## src/rtl/ex_branch_unit.sv

```systemverilog
// Execute-stage ALU and branch resolver with a one-deep registered output under valid/ready.
// Also keeps a saturating count of taken branches delivered downstream.
module ex_branch_unit #(
  parameter int XLEN  = 64,
  parameter int CNT_W = 16
) (
  input  logic             clk,
  input  logic             reset,
  input  logic             in_valid,
  output logic             in_ready,
  input  logic [3:0]       operation,
  input  logic [1:0]       Branchcontrol,
  input  logic             branch,
  input  logic [XLEN-1:0]  a,
  input  logic [XLEN-1:0]  b,
  input  logic [XLEN-1:0]  pc,
  input  logic [XLEN-1:0]  imm,
  input  logic             flush,
  output logic             out_valid,
  input  logic             out_ready,
  output logic [XLEN-1:0]  result,
  output logic             zero,
  output logic             branch_taken,
  output logic [XLEN-1:0]  branch_target,
  output logic             illegal_op,
  output logic [CNT_W-1:0] taken_count
);

  typedef enum logic {EMPTY = 1'b0, FULL = 1'b1} state_t;

  state_t            r_state, w_next;
  logic [XLEN-1:0]   r_result, r_target;
  logic              r_zero, r_taken, r_illegal;
  logic [CNT_W-1:0]  r_cnt;

  logic              w_accept, w_hs;
  logic [XLEN-1:0]   w_res, w_target;
  logic              w_illegal, w_cond, w_taken;

  assign out_valid     = (r_state == FULL);
  assign in_ready      = !flush && (!out_valid || out_ready);
  assign w_accept      = in_valid && in_ready;
  assign w_hs          = out_valid && out_ready;

  assign result        = r_result;
  assign zero          = r_zero;
  assign branch_taken  = r_taken;
  assign branch_target = r_target;
  assign illegal_op    = r_illegal;
  assign taken_count   = r_cnt;

  always_comb begin
    w_next = r_state;
    if (flush)         w_next = EMPTY;
    else if (w_accept) w_next = FULL;
    else if (w_hs)     w_next = EMPTY;
  end

  always_comb begin
    w_res     = '0;
    w_illegal = 1'b0;
    case (operation)
      4'b0000: w_res = a & b;
      4'b0001: w_res = a | b;
      4'b0010: w_res = a + b;
      4'b0110: w_res = a - b;
      default: w_illegal = 1'b1;
    endcase
  end

  always_comb begin
    w_cond = 1'b0;
    case (Branchcontrol)
      2'b00: w_cond = (a == b);
      2'b01: w_cond = (a != b);
      2'b10: w_cond = ($signed(a) <  $signed(b));
      2'b11: w_cond = ($signed(a) >= $signed(b));
      default: w_cond = 1'b0;
    endcase
  end

  // Condition is evaluated on the operands directly, but an illegal op vetoes it.
  assign w_taken  = branch && w_cond && !w_illegal;
  assign w_target = pc + (imm << 1);

  always_ff @(posedge clk or negedge reset) begin
    if (!reset) r_state <= EMPTY;
    else        r_state <= w_next;
  end

  always_ff @(posedge clk or negedge reset) begin
    if (!reset) begin
      r_result  <= '0;
      r_target  <= '0;
      r_zero    <= 1'b0;
      r_taken   <= 1'b0;
      r_illegal <= 1'b0;
    end else if (w_accept) begin
      r_result  <= w_res;
      r_target  <= w_target;
      r_zero    <= (w_res == '0);
      r_taken   <= w_taken;
      r_illegal <= w_illegal;
    end
  end

  // Counts taken branches at the moment they leave; a flush squashes the delivery.
  always_ff @(posedge clk or negedge reset) begin
    if (!reset)
      r_cnt <= '0;
    else if (w_hs && r_taken && !flush && (r_cnt != {CNT_W{1'b1}}))
      r_cnt <= r_cnt + 1'b1;
  end

endmodule

```

## config.mk

```make
export PLATFORM = sky130hd
export DESIGN_NAME = ex_branch_unit
export DESIGN_NICKNAME = d
export VERILOG_FILES = /design/src/rtl/ex_branch_unit.sv
export SDC_FILE = /design/constraint.sdc
export NUM_CORES = 1
export LEC_CHECK = 0
export CAP_MARGIN = 20
export CORE_ASPECT_RATIO = 0.6
export CORE_MARGIN = 2
export CORE_UTILIZATION = 54
export DETAILED_ROUTE_END_ITERATION = 7
export HOLD_SLACK_MARGIN = 0.1
export PLACE_DENSITY = 0.9
export SYNTH_ARGS = -nofsm -noshare
export SYNTH_HDL_FRONTEND = slang
export SYNTH_SLANG_ARGS = --single-unit
```

## constraint.sdc

```tcl
create_clock -name clk -period 3.3 [get_ports clk]
set_input_delay 0.66 -clock clk [delete_from_list [all_inputs] [get_ports clk]]
set_output_delay 0.66 -clock clk [all_outputs]
set_load 0.02 [all_outputs]
```

==> flow_summary.html, run 1 <==
<table>
<tr><th>Metric</th><th>Value</th></tr>
<tr><th colspan="2">Yosys</th></tr>
<tr><td>Summed instance area of the synthesized netlist</td><td>20510 um^2</td></tr>
<tr><td>Sequential element share of the synthesized area</td><td>18.05%</td></tr>
<tr><td>Number of enable flip-flop cells after synthesis</td><td>0</td></tr>
<tr><td>FF+latch count, synth</td><td>148</td></tr>
<tr><td>Yosys synthesis warning count</td><td>0</td></tr>
<tr><td>Primary flip-flop cell chosen by synthesis mapping</td><td>sky130_fd_sc_hd__dfrtp_1</td></tr>
<tr><td>Mean area per synthesized cell</td><td>7.374 um^2</td></tr>
<tr><td>Post-synth ARST share</td><td>100.0%</td></tr>
<tr><td>Net Count, Synth</td><td>between 3000 and 4000</td></tr>
<tr><td>Synth unique cells</td><td>100</td></tr>
<tr><td>Syn Inst Count</td><td>2782</td></tr>
<tr><th colspan="2">Floorplanning</th></tr>
<tr><td>Height of the die</td><td>155.0 um</td></tr>
<tr><td>Number of ports placed on the die boundary</td><td>417</td></tr>
<tr><td>Initial Util</td><td>54.60%</td></tr>
<tr><td>Die width</td><td>255.6 um</td></tr>
<tr><td>Number of cell rows</td><td>between 50 and 60</td></tr>
<tr><th colspan="2">GRT</th></tr>
<tr><td>Overall overflow remaining after global route</td><td>around 3700</td></tr>
<tr><td>Number of global-route vias before repair</td><td>~46000</td></tr>
<tr><td>Maximum number of pins on one net before global-route repair</td><td>114</td></tr>
<tr><td>Overall routing resource usage</td><td>107.2%</td></tr>
<tr><td>Wire length of the first global-routing pass</td><td>324.8 mm</td></tr>
<tr><th colspan="2">Clock network</th></tr>
<tr><td>Number of levels the H-tree was split into</td><td>4</td></tr>
<tr><td>Sink count of the clock tree</td><td>148</td></tr>
<tr><td>CTS Buffer Depth</td><td>2</td></tr>
<tr><td>Root Buffer</td><td>sky130_fd_sc_hd__clkbuf_16</td></tr>
<tr><td>Clock buffers created by TritonCTS</td><td>17</td></tr>
<tr><th colspan="2">Outcome</th></tr>
<tr><td>Status</td><td>aborted with a tool error</td></tr>
<tr><td>Last step reached</td><td>5_1_grt</td></tr>
<tr><td>Tool error message</td><td>[ERROR GRT-0116] Global routing finished with congestion. Check the congestion regions in the DRC Viewer.</td></tr>
<tr><th colspan="2">Place</th></tr>
<tr><td>Post-placement worst setup slack</td><td>-1950 ps</td></tr>
<tr><td>IO buf count</td><td>415</td></tr>
<tr><td>Last weighted congestion value of the routability-driven placer</td><td>1.270</td></tr>
<tr><td>Total placed instance area</td><td>approximately 32000 um^2</td></tr>
<tr><td>DP HPWL</td><td>94.78 mm</td></tr>
</table>
cells by family after synthesis:
family / after synthesis / share of synthesized area (%)
muxes: 39 / 1.921
and+or+nand+nor: 855 / 20.10
AOI/OAI and AO/OA: 958 / 29.91
xor gates and xnor gates: 118 / 5.038
buffers and inverters: 389 / 8.093
adders and majority gates: 275 / 16.88
DFF: 148 / 18.05
cells in the mapped netlist (all sizes together), types with 8 or more instances:
cell / number / area, um^2
o221ai: 8 / 70.07
nor2b: 30 / 197.7
xor2: 36 / 315.3
clkbuf: 102 / 494.2
o211ai: 24 / 190.2
o31a: 10 / 88.84
a311oi: 9 / 78.83
a31oi: 30 / 187.7
a21boi: 11 / 82.58
and2: 10 / 62.56
o21bai: 33 / 247.7
mux2i: 36 / 360.4
a211oi: 48 / 360.4
nor2: 170 / 640.6
xnor2: 82 / 718.2
nand3: 47 / 235.2
nand2b: 24 / 150.1
o21ai: 236 / 1196
dfrtp: 148 / 3704
nor4: 43 / 320.3
a21oi: 279 / 1408
a22oi: 13 / 97.59
o22ai: 21 / 131.4
nor3: 54 / 302.8
ha: 272 / 3403
buf: 43 / 250.2
and3: 19 / 120.1
nand4: 67 / 419.2
o31ai: 51 / 392.9
or3: 9 / 57.56
o21a: 17 / 127.6
a21o: 79 / 593.1
a221oi: 10 / 100.1
inv: 244 / 915.9
nand2: 341 / 1280
per-layer routing:
layer | global-route usage, % | overflow
met5 | 77.42 | 42
met4 | 120.1 | 869
met3 | 92.65 | 214
met2 | 129.5 | 2380
met1 | 96.56 | 224
metrics by stage:
step | setup TNS, ps | util [%] | std cells
2_1_floorplan | -1527 | - | 2782
3_3_place_gp | -79980 | 84.40 | 4462
3_5_place_dp | -107970 | 84.40 | 4462
4_1_cts | -8034 | 97.44 | 4664
timing repair:
action                                  4_1_cts
pin swaps                                   297
hold buffers                                  0
buffers inserted                            184
gates cloned                                  0
endpoints found under the setup margin      100
hold endpoints to repair                      0
resized for setup                           981
==> run 2: changes to the inputs <==
--- a/config.mk
+++ b/config.mk
@@ -6,12 +6,10 @@
 export NUM_CORES = 1
 export LEC_CHECK = 0
 export CAP_MARGIN = 20
-export CORE_ASPECT_RATIO = 0.6
 export CORE_MARGIN = 2
-export CORE_UTILIZATION = 54
+export CORE_UTILIZATION = 40
 export DETAILED_ROUTE_END_ITERATION = 7
-export HOLD_SLACK_MARGIN = 0.1
-export PLACE_DENSITY = 0.9
+export PLACE_DENSITY_LB_ADDON = 0.15
 export SYNTH_ARGS = -nofsm -noshare
 export SYNTH_HDL_FRONTEND = slang
 export SYNTH_SLANG_ARGS = --single-unit
==> run 2 against run 1 <==
  * The flow now finishes, with violations (negative setup slack)
  * Synthesized cell count unchanged
  * Area after synthesis unchanged
==> flow_summary.html, run 2 <==
<table>
<tr><th>Metric</th><th>Value</th></tr>
<tr><th colspan="2">Outcome</th></tr>
<tr><td>Status</td><td>complete, but fails checks</td></tr>
<tr><td>Failing checks</td><td>negative setup slack</td></tr>
<tr><th colspan="2">Routing</th></tr>
<tr><td>Antenna violation net count after detailed routing</td><td>0</td></tr>
<tr><td>Number of search-and-repair iterations in the first detailed-routing pass</td><td>6</td></tr>
<tr><td>Post-detailed-route wirelength per cell</td><td>22.43 um</td></tr>
<tr><td>Count of unresolved DRC violations after routing</td><td>0</td></tr>
<tr><td>Routed wire length</td><td>111.4 mm</td></tr>
<tr><td>Vias after detailed routing</td><td>28610</td></tr>
<tr><td>Drt initial violations</td><td>2276</td></tr>
<tr><td>Routed via count divided by cell count</td><td>5.761</td></tr>
<tr><th colspan="2">Clock network</th></tr>
<tr><td>CTS Buffer Depth</td><td>2 (unchanged)</td></tr>
<tr><td>Number of hold-repair buffers added at the cts stage</td><td>0 (unchanged)</td></tr>
<tr><td>Number of levels the H-tree was split into</td><td>4 (unchanged)</td></tr>
<tr><td>Clock tree from TritonCTS</td><td>done</td></tr>
<tr><td>Sink count of the clock tree</td><td>148 (unchanged)</td></tr>
<tr><td>Clock buffers created by TritonCTS</td><td>17 (unchanged)</td></tr>
<tr><td>Clock latency reported for the late side of the worst-skew pair</td><td>500 ps</td></tr>
<tr><td>Root Buffer</td><td>sky130_fd_sc_hd__clkbuf_16</td></tr>
<tr><td>Clock-pin slew reported for the worst setup and hold paths after clock tree synthesis</td><td>80 ps</td></tr>
<tr><th colspan="2">Critical path</th></tr>
<tr><td>Startpoint kind of the worst setup timing path</td><td>input pin</td></tr>
<tr><td>Critical Path RT</td><td>3730 ps</td></tr>
<tr><td>Signal arrival time at the worst endpoint</td><td>4420 ps</td></tr>
<tr><td>Startpoint of the most critical register-to-register path</td><td>out_valid$_DFFE_PN0P_</td></tr>
<tr><td>Kind of critical path</td><td>in2reg</td></tr>
<tr><td>Crit. End Element</td><td>register</td></tr>
<tr><td>Worst-path fanout max</td><td>2</td></tr>
<tr><td>Critical Path Start</td><td>a[0]</td></tr>
<tr><th colspan="2">Power and ir drop</th></tr>
<tr><td>Combinational cell fraction of total power</td><td>slightly above 60%</td></tr>
<tr><td>Internal power</td><td>6.847 mW</td></tr>
<tr><td>Max rail drop VDD</td><td>0.3802 mV</td></tr>
<tr><td>Part of the total power dissipated in sequential elements</td><td>roughly a fifth</td></tr>
<tr><td>Sw Pwr</td><td>5.014 mW</td></tr>
<tr><td>Power per cell area</td><td>about 310 nW/um^2</td></tr>
<tr><td>Clock share of power</td><td>roughly a fifth</td></tr>
<tr><td>Leakage power summed over all cells</td><td>17.94 nW</td></tr>
<tr><td>Fraction of power spent switching nets</td><td>about 42%</td></tr>
<tr><th colspan="2">Final layout</th></tr>
<tr><td>Final-stage net count</td><td>4817</td></tr>
<tr><td>Post-synthesis to final-layout area growth</td><td>87.31%</td></tr>
<tr><td>Most frequent standard cell in the layout excluding fill and tap cells</td><td>sky130_fd_sc_hd__buf_4</td></tr>
<tr><td>Post-route cell area</td><td>38430 um^2</td></tr>
<tr><td>Total area of sequential cells</td><td>3704 um^2</td></tr>
<tr><td>Layout Cells excl Fill</td><td>just under 5000</td></tr>
<tr><td>Highest-count cells in the layout ignoring fill and taps</td><td>sky130_fd_sc_hd__buf_4 (1094), sky130_fd_sc_hd__nand2_1 (315), sky130_fd_sc_hd__clkdlybuf4s50_1 (281), sky130_fd_sc_hd__ha_1 (187), sky130_fd_sc_hd__a21oi_1 (179)</td></tr>
<tr><td>Layout filler cell count</td><td>3671</td></tr>
<tr><td>Area of combinational cells with multiple inputs</td><td>18830 um^2</td></tr>
<tr><td>Share of post-route cells with drive strength above 1</td><td>45.28%</td></tr>
<tr><th colspan="2">STA</th></tr>
<tr><td>Slew Viols, Final</td><td>0</td></tr>
<tr><td>Hold Fails Final Rpt</td><td>0</td></tr>
<tr><td>PnR worst setup slack</td><td>-692.4 ps</td></tr>
<tr><td>Setup skew after layout</td><td>10.30 ps</td></tr>
<tr><td>Unrepaired setup endpoints after global routing</td><td>true</td></tr>
<tr><td>Final-report setup violation count</td><td>25</td></tr>
<tr><td>Final Cycle Share</td><td>121.0%</td></tr>
<tr><td>Slew of the pin with the lowest slew margin</td><td>869.0 ps</td></tr>
<tr><td>Headroom to the max-slew limit</td><td>41.72%</td></tr>
<tr><td>Maximum operating frequency</td><td>0.2505 GHz</td></tr>
<tr><td>Min Tclk post-route</td><td>3992 ps</td></tr>
<tr><th colspan="2">Hold path</th></tr>
<tr><td>Worst hold path type</td><td>in2async</td></tr>
<tr><th colspan="2">Yosys</th></tr>
<tr><td>Synth area leaders</td><td>sky130_fd_sc_hd__dfrtp_1 (18%), sky130_fd_sc_hd__ha_1 (17%), sky130_fd_sc_hd__a21oi_1 (6.7%)</td></tr>
<tr><td>Synth unique cells</td><td>100 (unchanged)</td></tr>
<tr><td>Yosys synthesis warning count</td><td>0 (unchanged)</td></tr>
<tr><td>Post-synth top area share</td><td>18.05% (unchanged)</td></tr>
<tr><td>Mean area per synthesized cell</td><td>7.374 um^2 (unchanged)</td></tr>
<tr><td>FF+latch count, synth</td><td>148 (unchanged)</td></tr>
<tr><td>Syn Inst Count</td><td>2782 (unchanged)</td></tr>
<tr><td>Net Count, Synth</td><td>3325 (unchanged)</td></tr>
<tr><td>Most numerous cell in the Yosys netlist</td><td>sky130_fd_sc_hd__nand2_1</td></tr>
<tr><td>Synth area leader</td><td>sky130_fd_sc_hd__dfrtp_1</td></tr>
<tr><td>Commonest cells post-synth</td><td>sky130_fd_sc_hd__nand2_1 (341), sky130_fd_sc_hd__a21oi_1 (276), sky130_fd_sc_hd__ha_1 (272)</td></tr>
<tr><td>Post-synth ARST share</td><td>100.0% (unchanged)</td></tr>
<tr><td>Summed instance area of the synthesized netlist</td><td>20510 um^2 (unchanged)</td></tr>
<tr><td>Number of enable flip-flop cells after synthesis</td><td>0 (unchanged)</td></tr>
<tr><td>Sequential element share of the synthesized area</td><td>18.05% (unchanged)</td></tr>
<tr><td>Primary flip-flop cell chosen by synthesis mapping</td><td>sky130_fd_sc_hd__dfrtp_1</td></tr>
<tr><th colspan="2">Floorplanning</th></tr>
<tr><td>Initial Util</td><td>40.72% (-14 points)</td></tr>
<tr><td>Height of the die</td><td>230.5 um (+49%)</td></tr>
<tr><td>Die ar.</td><td>53110 um^2</td></tr>
<tr><td>Number of ports placed on the die boundary</td><td>417 (unchanged)</td></tr>
<tr><td>Die width</td><td>230.5 um (-9.8%)</td></tr>
<tr><td>Number of cell rows</td><td>82 (+49%)</td></tr>
<tr><td>Core area</td><td>50380 um^2</td></tr>
<tr><th colspan="2">Place</th></tr>
<tr><td>DP HPWL</td><td>85.73 mm (-9.5%)</td></tr>
<tr><td>Placed Cells incl. Taps</td><td>4711 (+5.6%)</td></tr>
<tr><td>Last weighted congestion value of the routability-driven placer</td><td>1.057 (-17%)</td></tr>
<tr><td>IO buf count</td><td>415 (unchanged)</td></tr>
<tr><td>Total placed instance area</td><td>32580 um^2 (+2.8%)</td></tr>
<tr><th colspan="2">GRT</th></tr>
<tr><td>Number of global-route vias before repair</td><td>28560</td></tr>
<tr><td>Number of antenna violations at the first check in global routing</td><td>10</td></tr>
<tr><td>Wire length of the first global-routing pass</td><td>163.3 mm</td></tr>
<tr><td>Overall routing resource usage</td><td>39.78%</td></tr>
<tr><td>Overall overflow remaining after global route</td><td>0</td></tr>
<tr><td>Maximum number of pins on one net before global-route repair</td><td>86</td></tr>
<tr><th colspan="2">Flow run</th></tr>
<tr><td>Number of max-cap violations</td><td>0</td></tr>
</table>
==> run 2: cell counts after synthesis <==
No cell type changed its count.
==> run 2: final cells by class <==
type                            instances  area share (%)
Antenna cell                            7         0.04558
Multi-Input combinational cell       2245           49.00
Clock inverter                         13          0.4233
Inverter                              244           2.507
Clock buffer                           19           1.179
Sequential cell                       148           9.638
Timing Repair Buffer                 1618           35.02
Tap cell                              672           2.188
==> run 2: final timing paths <==
kind,slack [ps],endpoint,depth (start not counted)
min reg2reg,480,result[52]$_DFFE_PN0P_,2
min in group clk,470,branch_target[1]$_DFFE_PN0P_,4
max in group asynchronous,2230,result[31]$_DFFE_PN0P_,2
min,150,branch_target[22]$_DFFE_PN0P_,1
max,-690,zero$_DFFE_PN0P_,20
max reg2reg,-190,zero$_DFFE_PN0P_,14
==> run 2: repair_timing <==
item | CTS | global route
setup buffers | 161 | 82
gates resized for setup | 842 | 401
pin swaps | 257 | 238
endpoints found under the setup margin | 79 | 62
==> run 2: kinds of logic (layout without fill, tap and decap cells) <==
| logic type | Yosys count | in the layout | share of synthesized area [%] |
|---|---|---|---|
| xor gates and xnor gates | 118 | 118 | 5.038 |
| and+or+nand+nor | 855 | 855 | 20.10 |
| DFF | 148 | 148 | 18.05 |
| adders and majority gates | 275 | 275 | 16.88 |
| other | 0 | 7 | 0 |
| buffers and inverters | 389 | 1894 | 8.093 |
| muxes | 39 | 39 | 1.921 |
| AOI/OAI and AO/OA | 958 | 958 | 29.91 |
==> run 2: metrics by stage <==
| stage | setup slack [ps] | util (%) | power (mW) | hold slack, ps | TNS, ps |
|---|---|---|---|---|---|
| finish | -692.4 | 76.28 | 11.86 | 150.7 | -5639 |
| global route | -865.6 | 76.27 | 12.34 | 211.0 | -8135 |
| CTS | -780.2 | 72.96 | 11.25 | 183.5 | -4745 |
| detailed placement | -2226 | 64.68 | 8.317 | 465.4 | -93500 |
| global placement | -2229 | 64.67 | 8.228 | 457.9 | -91120 |
| floorplan | -503.8 | - | 5.014 | 364.4 | -1527 |
==> run 2: critical path: stages <==
cell and delay (ps):
sky130_fd_sc_hd__buf_8 100, sky130_fd_sc_hd__inv_4 50, sky130_fd_sc_hd__ha_4 130, sky130_fd_sc_hd__inv_2 40, sky130_fd_sc_hd__fa_2 340, sky130_fd_sc_hd__buf_6 130
sky130_fd_sc_hd__nor2b_4 110, sky130_fd_sc_hd__o211ai_1 150, sky130_fd_sc_hd__buf_4 170, sky130_fd_sc_hd__a21oi_4 70, sky130_fd_sc_hd__or4b_4 500, sky130_fd_sc_hd__a21o_1 210
sky130_fd_sc_hd__and3_4 180, sky130_fd_sc_hd__nor2_4 90, sky130_fd_sc_hd__o22ai_4 80, sky130_fd_sc_hd__nor4_4 320, sky130_fd_sc_hd__nand4_1 300, sky130_fd_sc_hd__nor4_2 290
sky130_fd_sc_hd__nand4_1 240, sky130_fd_sc_hd__o31ai_2 260
==> run 2: layer usage <==
layer  global-route usage (%)  up-vias  routed length (um)
met5                        0        -                   0
met3                    7.621      426                8485
met2                    67.15     1424               52450
met4                    22.60        0                7246
met1                    47.27    13750               43200
li1                         -    13020                   -
==> run 2: power groups by stage <==
stage	clock network [mW]	logic, mW	registers [mW]
4_1_cts	2.23	6.74	2.28
5_1_grt	2.30	7.73	2.32
2_1_floorplan	0	2.39	2.63
3_3_place_gp	0	5.93	2.30
3_5_place_dp	0	6.00	2.32
6_report	2.22	7.35	2.29
No activity file was read; power rests on OpenSTA's default activity.
